==> config.mk <==
export PLATFORM = sky130hd
export DESIGN_NAME = regwrite_arbiter
export DESIGN_NICKNAME = d
export VERILOG_FILES = /design/src/rtl/regwrite_arbiter.sv
export SDC_FILE = /design/constraint.sdc
export NUM_CORES = 1
export LEC_CHECK = 0
export ABC_CLOCK_PERIOD_IN_PS = 1700
export CAP_MARGIN = 30
export CORE_MARGIN = 1.5
export CORE_UTILIZATION = 23
export DETAILED_ROUTE_END_ITERATION = 8
export HOLD_SLACK_MARGIN = 0.15
export PLACE_DENSITY = 0.47
export SLEW_MARGIN = 20
export SYNTH_ARGS = -nofsm -noshare
export SYNTH_HDL_FRONTEND = slang
export SYNTH_SLANG_ARGS = --single-unit
==> constraint.sdc <==
create_clock -name CLK -period 1.7 [get_ports CLK]
set_input_delay 0.34 -clock CLK [delete_from_list [all_inputs] [get_ports CLK]]
set_output_delay 0.34 -clock CLK [all_outputs]
set_load 0.01 [all_outputs]
==> src/rtl/regwrite_arbiter.sv <==
// Register-file write-port arbiter: shares one write port between the WB stage and a
// FIFO-buffered multiply/divide unit, and tracks outstanding MDU destinations for hazard checks.
module regwrite_arbiter #(
    parameter int DATA_W     = 32,
    parameter int ADDR_W     = 5,
    parameter int FIFO_DEPTH = 2,
    parameter int MAX_WAIT   = 4
) (
    input  logic              CLK,
    input  logic              RST,
    input  logic              wb_we,
    input  logic [ADDR_W-1:0] wb_rd,
    input  logic [DATA_W-1:0] wb_data,
    input  logic              mdu_valid,
    input  logic [ADDR_W-1:0] mdu_rd,
    input  logic [DATA_W-1:0] mdu_data,
    output logic              mdu_ready,
    input  logic              mdu_issue,
    input  logic [ADDR_W-1:0] mdu_issue_rd,
    input  logic [ADDR_W-1:0] rs,
    input  logic [ADDR_W-1:0] rt,
    output logic              rs_busy,
    output logic              rt_busy,
    output logic              stall_req,
    output logic              RegWrite,
    output logic [ADDR_W-1:0] write,
    output logic [DATA_W-1:0] writeData
);

    localparam int IDX_W  = $clog2(FIFO_DEPTH);
    localparam int PTR_W  = IDX_W + 1;
    localparam int WAIT_W = $clog2(MAX_WAIT + 1);
    localparam int NREG   = 1 << ADDR_W;
    localparam int ENT_W  = ADDR_W + DATA_W;

    logic [PTR_W-1:0]  wr_ptr_q, wr_ptr_d, rd_ptr_q, rd_ptr_d;
    logic [ENT_W-1:0]  fifo_q [FIFO_DEPTH];
    logic [ENT_W-1:0]  fifo_d [FIFO_DEPTH];
    logic [WAIT_W-1:0] wait_cnt_q, wait_cnt_d;
    logic [NREG-1:0]   pending_q, pending_d;
    logic              regwrite_q, regwrite_d;
    logic [ADDR_W-1:0] write_q, write_d;
    logic [DATA_W-1:0] write_data_q, write_data_d;

    logic              empty_s, full_s, stall_s, push_s;
    logic              grant_wb_s, grant_fifo_s;
    logic [ENT_W-1:0]  head_s;
    logic [ADDR_W-1:0] head_rd_s;
    logic [DATA_W-1:0] head_data_s;

    // FIFO status and the per-cycle grant decision; the head only competes once it is stored
    always_comb begin
        empty_s      = (wr_ptr_q == rd_ptr_q);
        full_s       = (wr_ptr_q[PTR_W-1] != rd_ptr_q[PTR_W-1]) &&
                       (wr_ptr_q[IDX_W-1:0] == rd_ptr_q[IDX_W-1:0]);
        head_s       = fifo_q[rd_ptr_q[IDX_W-1:0]];
        head_rd_s    = head_s[ENT_W-1:DATA_W];
        head_data_s  = head_s[DATA_W-1:0];
        stall_s      = !empty_s && (wait_cnt_q == WAIT_W'(MAX_WAIT));
        grant_fifo_s = stall_s || (!wb_we && !empty_s);
        grant_wb_s   = wb_we && !stall_s;
        push_s       = mdu_valid && !full_s;
    end

    // Next-state for FIFO, starvation counter, scoreboard and the registered write port
    always_comb begin
        fifo_d       = fifo_q;
        wr_ptr_d     = wr_ptr_q;
        rd_ptr_d     = rd_ptr_q;
        pending_d    = pending_q;
        regwrite_d   = 1'b0;
        write_d      = write_q;
        write_data_d = write_data_q;

        if (push_s) begin
            fifo_d[wr_ptr_q[IDX_W-1:0]] = {mdu_rd, mdu_data};
            wr_ptr_d = wr_ptr_q + PTR_W'(1);
        end else begin
            wr_ptr_d = wr_ptr_q;
        end

        if (grant_fifo_s) begin
            rd_ptr_d               = rd_ptr_q + PTR_W'(1);
            pending_d[head_rd_s]   = 1'b0;
            regwrite_d             = (head_rd_s != {ADDR_W{1'b0}});
            write_d                = head_rd_s;
            write_data_d           = head_data_s;
        end else if (grant_wb_s) begin
            regwrite_d   = (wb_rd != {ADDR_W{1'b0}});
            write_d      = wb_rd;
            write_data_d = wb_data;
        end else begin
            rd_ptr_d = rd_ptr_q;
        end

        // A fresh issue must win over a retiring write to the same register
        if (mdu_issue) begin
            pending_d[mdu_issue_rd] = 1'b1;
        end else begin
            pending_d = pending_d;
        end
        pending_d[0] = 1'b0;

        if (empty_s || grant_fifo_s) begin
            wait_cnt_d = {WAIT_W{1'b0}};
        end else if (wait_cnt_q != WAIT_W'(MAX_WAIT)) begin
            wait_cnt_d = wait_cnt_q + WAIT_W'(1);
        end else begin
            wait_cnt_d = wait_cnt_q;
        end
    end

    // State registers with synchronous reset
    always_ff @(posedge CLK) begin
        if (RST) begin
            fifo_q       <= '{default: {ENT_W{1'b0}}};
            wr_ptr_q     <= {PTR_W{1'b0}};
            rd_ptr_q     <= {PTR_W{1'b0}};
            wait_cnt_q   <= {WAIT_W{1'b0}};
            pending_q    <= {NREG{1'b0}};
            regwrite_q   <= 1'b0;
            write_q      <= {ADDR_W{1'b0}};
            write_data_q <= {DATA_W{1'b0}};
        end else begin
            fifo_q       <= fifo_d;
            wr_ptr_q     <= wr_ptr_d;
            rd_ptr_q     <= rd_ptr_d;
            wait_cnt_q   <= wait_cnt_d;
            pending_q    <= pending_d;
            regwrite_q   <= regwrite_d;
            write_q      <= write_d;
            write_data_q <= write_data_d;
        end
    end

    assign mdu_ready = !RST && !full_s;
    assign stall_req = !RST && stall_s;
    assign rs_busy   = pending_q[rs];
    assign rt_busy   = pending_q[rt];
    assign RegWrite  = regwrite_q;
    assign write     = write_q;
    assign writeData = write_data_q;

endmodule

==> impl_metrics.json, run 1 <==
{
  "status": "complete, but fails checks",
  "violations": "negative setup slack",
  "start_util_pct": 23.3,
  "drt_iter0_drc": 470,
  "io_buffer_count": 135,
  "finalSetupViolCount": 11,
  "startpoint_type": "register",
  "clockBufferDepth": 2,
  "antenna_found_initial": 3,
  "coreArea_um2": 29600,
  "chipWidth_um": 176,
  "firstDrtPassIters": 7,
  "required_ps": 1360,
  "post-route-min-period_ps": 2110,
  "fin_skew_ps": 9.80,
  "combPwrFrac_pct": 35.2,
  "ys_warn_count": 0,
  "syn_area_per_cell_um2": 8.08,
  "wl_mm": 25.8,
  "grt_pass1_wl_mm": 38.4,
  "via_per_inst": 4.77,
  "synthFlopType": "dfxtp_1",
  "p_int_uw": 8210,
  "crit_fanout": 3,
  "p_switching_uw": 4010,
  "syn_nets": 952,
  "post-route-drc-count": 0,
  "crit_path_start": "pending_q[6]",
  "placementRows": 63,
  "power_leakage_uw": 0.00427,
  "dr_total_vias": 6980,
  "h-tree-depth": 4,
  "cts_tree": "built",
  "grt.total_usage_pct": 16.0,
  "min_from": "fifo_q[40]",
  "worst_slew_pin_slew_ps": 992,
  "yosysUniqueCellTypes": 47,
  "finalMaxSlewViolations": 0,
  "gp_congestion": 0.801,
  "sw_frac_of_total_pct": 32.8,
  "insertion_delay_ps": 420,
  "p_seq_share_pct": 33.7,
  "ctsRootBufferMaster": "clkbuf_16",
  "critical_path_class": "reg2out",
  "ir_drop_v": 0.000701,
  "num-nets-final": 1154,
  "dp_cells": 1403,
  "drive_gt1_share_pct": 27.7,
  "power.density_nw_per_um2": 1070,
  "grt_start_max_net_pins": 74,
  "syn_inst": 856,
  "async_flop_share_pct": 0,
  "dieArea_um2": 31100,
  "rr_startpoint": "rd_ptr_q[1]",
  "first_global_vias": 6689,
  "cp.arrival_ps": 1770,
  "dpl.hpwl_mm": 16.6,
  "synth_edf_count": 0,
  "syn2layout_area_growth_pct": 64.5,
  "seq_area_frac_synth_pct": 43.4,
  "cts-hold-fix-buffers": 0,
  "fin_crit_sh_pct": 124,
  "slew_headroom_pct": 33.9,
  "worst_slack_ps": -414,
  "timing.fmax_mhz": 473,
  "overflow": 0,
  "synth_area_um2": 6920,
  "final_area_um2": 11400,
  "endpoint_kind": "output port",
  "drt-wirelength-per-cell_um": 17.7,
  "cts_made_buffers": 17,
  "clkPwrFrac_pct": 31.1,
  "dpl-instance-area_um2": 9430,
  "maxCapViolCount": 0,
  "yosys_register_bits": 150,
  "timing.hold.ws_ps": 447,
  "ios": 136,
  "hold_class": "reg2reg",
  "clk_pin_slew_ps": 70,
  "drtAntennaViolNets": 0,
  "cts_sinks": 150,
  "fin_cells": 1463,
  "rsz0062_at_grt": "true",
  "final_hold_viol_count": 0,
  "dieHeight_um": 176
}
## final cells by class
cell class	count	area, um^2
Tap cell	390	488
Fill cell	3019	18300
Sequential cell	150	3030
Clock inverter	15	164
Timing Repair Buffer	244	2770
Inverter	9	36.3
Clock buffer	17	425
Multi-Input combinational cell	636	4460
Antenna cell	2	5.00
## layer usage
metal | GRT usage, % | share of wire (%) | vias up
met2 | 25.8 | 46 | 168
met5 | 0 | 0.050 | -
met1 | 21.2 | 47 | 3385
li1 | - | - | 3403
met4 | 3.50 | 1.1 | 2
met3 | 4.26 | 5.5 | 22
## stage by stage
step           util [%]  power, uW  setup TNS [ps]  worst slack, ps
4_1_cts            35.3      11800           -1920             -404
3_5_place_dp       31.8       7490          -22120             -988
6_report           38.4      12200           -1100             -414
2_1_floorplan         -       5660               0             5.98
5_1_grt            38.4      12800           -2800             -488
3_3_place_gp       31.8       7490          -21080             -979
## final timing paths
path	slack (ps)	cells past startpoint	endpoint
max	-410	5	rs_busy
min	450	2	fifo_q[40]
max reg2reg	-50	6	pending_q[1]
min reg2reg	450	2	fifo_q[40]
## registers in the layout (all words and copies together), names as in the netlist
signal,flops
fifo_q,74
RegWrite,1
write,5
pending_q,31
wr_ptr_q,2
writeData,32
wait_cnt_q,3
rd_ptr_q,2
## power by group through the flow
stage / Combinational, uW / Sequential (uW) / Clock [uW]
2_1_floorplan: 1460 / 4200 / 0
3_3_place_gp: 3320 / 4170 / 0
3_5_place_dp: 3320 / 4170 / 0
4_1_cts: 3790 / 4110 / 3900
5_1_grt: 4580 / 4160 / 4040
6_report: 4310 / 4120 / 3800
## synth_stat cells, types with 8 or more instances
cell type	count	share of area, %
nand2_1	220	12
nor2b_1	25	2.3
nand3_1	17	1.2
nor2_1	47	2.6
a211oi_1	24	2.6
buf_2	15	1.1
o21ai_0	32	2.3
clkbuf_1	35	1.9
a211oi_2	12	2.2
inv_1	8	0.43
dfxtp_1	150	43
mux2i_1	22	3.2
a21oi_1	115	8.3
nor3_1	11	0.80
o32ai_1	32	4.1
and2_1	12	1.1
## worst max-delay path: stages (launching register included)
cell and delay, ps:
dfxtp_1 340, mux4_2 480, nand2b_4 150, o211ai_1 90, nand4_1 130, buf_2 160
## cells in the final DEF (no fill, tap or decap), types with 13 or more instances in the layout
master	n
buf_4	56
o32ai_2	13
nand2_1	200
buf_12	25
clkbuf_16	22
o32ai_4	19
nand2_2	17
a21oi_1	104
nor2b_1	25
o21ai_0	22
buf_6	19
dlymetal6s2s_1	16
a211oi_2	28
nor2_1	46
clkdlybuf4s50_1	103
mux2i_1	21
dfxtp_1	137
nand3_1	17
## timing repair
action	in CTS	in global routing
hold endpoints to repair	0	0
setup endpoints to repair	89	100
gates resized for setup	99	138
gates cloned	5	5
setup buffers	9	10
pin swaps	38	49
## logic make-up (layout without fill, tap and decap cells)
| logic type | count (synthesis) | in the layout | share of synthesized area, % |
|---|---|---|---|
| simple gates | 351 | 351 | 21.8 |
| compound gates | 242 | 242 | 22.7 |
| flops | 150 | 150 | 43.4 |
| buf+inv | 70 | 285 | 4.45 |
| mux | 33 | 33 | 5.95 |
| xor+xnor | 8 | 8 | 1.23 |
| fa+ha+maj | 2 | 2 | 0.362 |
| other cells | 0 | 2 | 0 |
(Power assumes the default switching activity.)
==> run 2, diff against run 1 <==
- GPL_TIMING_DRIVEN: default -> 0
==> run 2 against run 1 <==
Net effect:
- the flow still finishes with violations (negative setup slack)
- clock skew up 10 ps
- first-iteration DRC count down 29%
- clock power down 1%
- sequential share of layout area up 0.64 points
- sequential power about the same
- critical path depth unchanged
- setup slack better by 24 ps
- clock-buffer cell count up 1
- via count up 0.85%
- critical path type unchanged
- highest routed layer unchanged
==> impl_metrics.json, run 2 (synthesized netlist as in run 1, its figures left out) <==
{
  "final_cell_mix": "nand2_1, dfxtp_1, a21oi_1",
  "cts-hold-fix-buffers": 0,
  "ir_drop_v": 0.000608,
  "drt-wirelength-per-cell_um": 18.6,
  "worst_slew_pin_slew_ps": 806,
  "grt_pass1_wl_mm": 39.4,
  "fin_setup_tns_ps": -2540,
  "cp.arrival_ps": 1750,
  "post-route-drc-count": 0,
  "critical_path_class": "reg2out",
  "post-route-min-period_ps": 2090,
  "startpoint_type": "register",
  "status": "complete, but fails checks",
  "drtAntennaViolNets": 0,
  "ios": 136,
  "required_ps": 1360,
  "layout_commonest_cell": "nand2_1",
  "final_hold_viol_count": 0,
  "syn2layout_area_growth_pct": 60.4,
  "power.density_nw_per_um2": 1090,
  "h-tree-depth": 4,
  "routed-wl-met2_mm": 13.2,
  "largest_reg_flops": 74,
  "regMostFlops": "fifo_q",
  "start_util_pct": 23.3,
  "grt_start_max_net_pins": 20,
  "insertion_delay_ps": 450,
  "first_global_vias": 6701,
  "power_uw": 12100,
  "crit_family": "multiplexers",
  "drive_gt1_share_pct": 25.2,
  "grt.total_usage_pct": 16.8,
  "slowest_stage": "mux4_2",
  "fin_crit_sh_pct": 123,
  "max_stage_delay_ps": 460,
  "wl_met3_mm": 1.45,
  "clk_pin_slew_ps": 70,
  "coreArea_um2": 29600,
  "cts_tree": "built",
  "violations": "negative setup slack",
  "clockBufferDepth": 2,
  "drt_iter0_drc": 335,
  "chipWidth_um": 176,
  "timing.hold.ws_ps": 448,
  "maxUsedRoutingLayer": "met5",
  "antenna_found_initial": 3,
  "dr_total_vias": 7039,
  "hold_class": "reg2reg",
  "met1_length_mm": 12.3,
  "placementRows": 63,
  "wl_mm": 27.4,
  "endpoint_kind": "output port",
  "firstDrtPassIters": 4,
  "dieArea_um2": 31100,
  "finalMaxSlewViolations": 0,
  "dpl.hpwl_mm": 18.3,
  "path_buf_inv": 1,
  "power_leakage_uw": 0.00412,
  "worst_slack_ps": -390,
  "fin_skew_ps": 20.3,
  "rsz0062_at_grt": "true",
  "via_per_inst": 4.78,
  "overflow": 0,
  "crit_chain": "mux4_2 > nand2b_4 > o211ai_1 > nand4_1 > buf_2",
  "dieHeight_um": 176,
  "io_buffer_count": 130,
  "crit_fanout": 3,
  "timing.fmax_mhz": 478,
  "cts_sinks": 150,
  "cts_made_buffers": 17,
  "maxCapViolCount": 0,
  "num-nets-final": 1164,
  "ctsRootBufferMaster": "clkbuf_16",
  "finalSetupViolCount": 40,
  "slew_headroom_pct": 46.3,
  "gp_congestion": 0.795
}
==> run 2: changes by cell type in the layout (fill, tap and decap cells not counted), sizes merged, moves of 2 or more <==
cell           delta
clkbuf           +30
dlygate4sd2       +9
inv               -2
dlymetal6s2s      -4
clkdlybuf4s50     -8
buf              -14
==> run 2: report_power, final <==
part	switching [uW]	total, uW	internal, uW	leakage, uW
registers	267	4150	3880	0.00123
logic	2110	4200	2100	0.00262
clock network	1700	3750	2050	0.000270
total	4070	12100	8030	0.00412
==> run 2: layout make-up <==
cell class              count  area (um^2)
plain buffers              59          477
flip-flops and latches    150         3020
inverters                   9         36.3
diodes                      1         2.50
clock buffers              18          429
clock inverters            14          139
repair buffers            195         1980
fillers                  3088        18500
well taps                 390          488
multi-input cells         636         4510
==> run 2: path summary, 6_finish.rpt <==
check	startpoint	to	slack [ps]	cells past startpoint
max	pending_q[4]	rs_busy	-390	5
min	wait_cnt_q[0]	wait_cnt_q[0]	450	1
max reg2reg	rd_ptr_q[0]	pending_q[1]	-100	6
min reg2reg	wait_cnt_q[0]	wait_cnt_q[0]	450	1
==> run 2: worst register-to-register path: stages (launching register included) <==
cell and delay [ps]:
dfxtp_4 380, buf_6 140, xnor2_4 160, buf_4 150, a2111o_2 570, o21ai_2 210, a21oi_2 70
==> run 2: what timing repair did <==
item                       CTS  global route
pin swaps                   27            54
buffers inserted            25            32
resized for setup          147           186
gates cloned                 1             6
setup endpoints to repair  160           137
==> run 2: through the flow <==
step	std cells	util [%]	worst slack [ps]	cell area, um^2
after floorplan	856	-	5.98	6940
after global placement	1376	29.5	-1160	8730
after detailed placement	1377	29.5	-1170	8740
after CTS	1434	33.4	-404	9880
after global routing	1471	37.4	-454	11100
final	1472	37.4	-390	11100
==> run 2: routing by layer <==
layer	track usage, %	vias to the layer above
li1	-	3429
met2	27.7	175
met1	22.0	3403
met3	4.13	30
met5	0	-
met4	4.27	2
==> run 3, diff against run 2 <==
- CORE_UTILIZATION: 23 -> 25
- PLACE_DENSITY: 0.47 -> 0.5
- SKIP_CTS_REPAIR_TIMING: default -> 1
==> run 3 against run 2 <==
Net effect:
- the run still ends with negative setup slack left
- die area decreased by 7.9%
- non-clock buffer count down 11
- clock power up 5.9%
- largest cell class unchanged
==> impl_metrics.json, run 3 (synthesized netlist as in run 1, its figures left out) <==
{
  "ff2ff_path_depth": 8,
  "antenna_found_initial": 4,
  "maxCapViolCount": 0,
  "post-route-min-period_ps": 2050,
  "via_per_inst": 4.98,
  "h-tree-depth": 4,
  "finalSetupViolCount": 71,
  "io_buffer_count": 130,
  "endpoint_kind": "output port",
  "finalCoreUtilization_pct": 40.3,
  "slew_headroom_pct": 48.5,
  "clk_pin_slew_ps": 60,
  "hold-path-endpoint": "wait_cnt_q[0]",
  "required_ps": 1360,
  "crit_fanout": 3,
  "r2r-end": "writeData[10]",
  "finalMaxSlewViolations": 0,
  "firstDrtPassIters": 5,
  "critical_path_class": "reg2out",
  "layout_commonest_cell": "nand2_1",
  "fin_crit_sh_pct": 121,
  "placementRows": 60,
  "ir_drop_v": 0.000547,
  "chipWidth_um": 169,
  "first_global_vias": 6454,
  "ctsRootBufferMaster": "clkbuf_16",
  "power.density_nw_per_um2": 1130,
  "grt_pass1_wl_mm": 37.5,
  "fin_skew_ps": 14.9,
  "ios": 136,
  "fin_setup_tns_ps": -4650,
  "ff2ff_setup_slack_ps": -150,
  "clockBufferDepth": 2,
  "insertion_delay_ps": 430,
  "drt_iter0_drc": 431,
  "final_hold_viol_count": 0,
  "worst_slew_pin_slew_ps": 773,
  "cts_sinks": 150,
  "post-place-ws_ps": -1130,
  "worst_slack_ps": -354,
  "num-nets-final": 1155,
  "status": "complete, but fails checks",
  "drt-wirelength-per-cell_um": 18.6,
  "startpoint_type": "register",
  "drive_gt1_share_pct": 27.2,
  "dr_total_vias": 7053,
  "grt_start_max_net_pins": 17,
  "coreArea_um2": 27000,
  "cp.arrival_ps": 1710,
  "post-route-drc-count": 0,
  "dieHeight_um": 169,
  "dpl.hpwl_mm": 17.7,
  "grt.total_usage_pct": 17.2,
  "cts_tree": "built",
  "power_leakage_uw": 0.00421,
  "wl_mm": 26.4,
  "timing.fmax_mhz": 487,
  "min_from": "wait_cnt_q[0]",
  "rr_startpoint": "wr_ptr_q[1]",
  "hold_class": "reg2reg",
  "start_util_pct": 25.6,
  "dieArea_um2": 28700,
  "largest_reg_flops": 74,
  "regMostFlops": "fifo_q",
  "overflow": 0,
  "final_cell_mix": "nand2_1, dfxtp_1, clkdlybuf4s50_1",
  "gp_congestion": 0.839,
  "violations": "negative setup slack",
  "drtAntennaViolNets": 0,
  "syn2layout_area_growth_pct": 57.3,
  "min_delay_path_depth": 1,
  "power_uw": 12300,
  "cts_made_buffers": 17,
  "rsz0062_at_grt": "true"
}
run 3: cell types whose count changed in the layout (fill, tap and decap cells not counted), sizes merged, moves of 4 or more:
cell and delta:
inv -4, clkdlybuf4s50 +9, buf -10, dlymetal6s2s +10, dlygate4sd2 -19
run 3: worst max-delay path: stages, from the launching register on:
cell and delay, ps:
dfxtp_2 330, mux4_2 470, nand2b_4 150, o2111ai_1 100
nand4_1 100, buf_2 160
run 3: worst max-delay path by stage:
stage,depth (start not counted),endpoint,startpoint
3_3_place_gp,7,rt_busy,rt[2]
4_1_cts,7,rt_busy,rt[2]
6_report,5,rt_busy,pending_q[23]
3_5_place_dp,7,rt_busy,rt[2]
5_1_grt,5,rs_busy,pending_q[23]
2_1_floorplan,5,rs_busy,rs[1]
run 3: metal layers:
metal / track usage [%] / up-vias / part of all wire, %
met3: 4.08 / 36 / 5.1
met1: 23.1 / 3390 / 45
met2: 27.5 / 206 / 48
met5: 0 / - / 0.087
li1: - / 3417 / -
met4: 4.42 / 4 / 1.8
run 3: per-stage QoR:
| step | hold slack (ps) | std cells | cell area [um^2] |
|---|---|---|---|
| 2_1_floorplan | 417 | 856 | 6940 |
| 3_3_place_gp | 437 | 1327 | 8670 |
| 6_report | 423 | 1415 | 10900 |
| 4_1_cts | 451 | 1360 | 9290 |
| 5_1_grt | 434 | 1413 | 10900 |
| 3_5_place_dp | 442 | 1328 | 8680 |
run 3: final cells by class:
type / instances / area, um^2
clock buffers: 18 / 439
well taps: 341 / 427
fillers: 2760 / 16100
repair buffers: 182 / 1870
clock inverters: 14 / 174
multi-input cells: 638 / 4410
flip-flops and latches: 150 / 3020
inverters: 9 / 40.0
diodes: 2 / 5.00
plain buffers: 61 / 498
run 3: power by group:
part           switching, uW  internal, uW  total (uW)
sequential               280          3880        4160
combinational           2120          2060        4180
clock                   1610          2360        3970
total                   4020          8300       12300
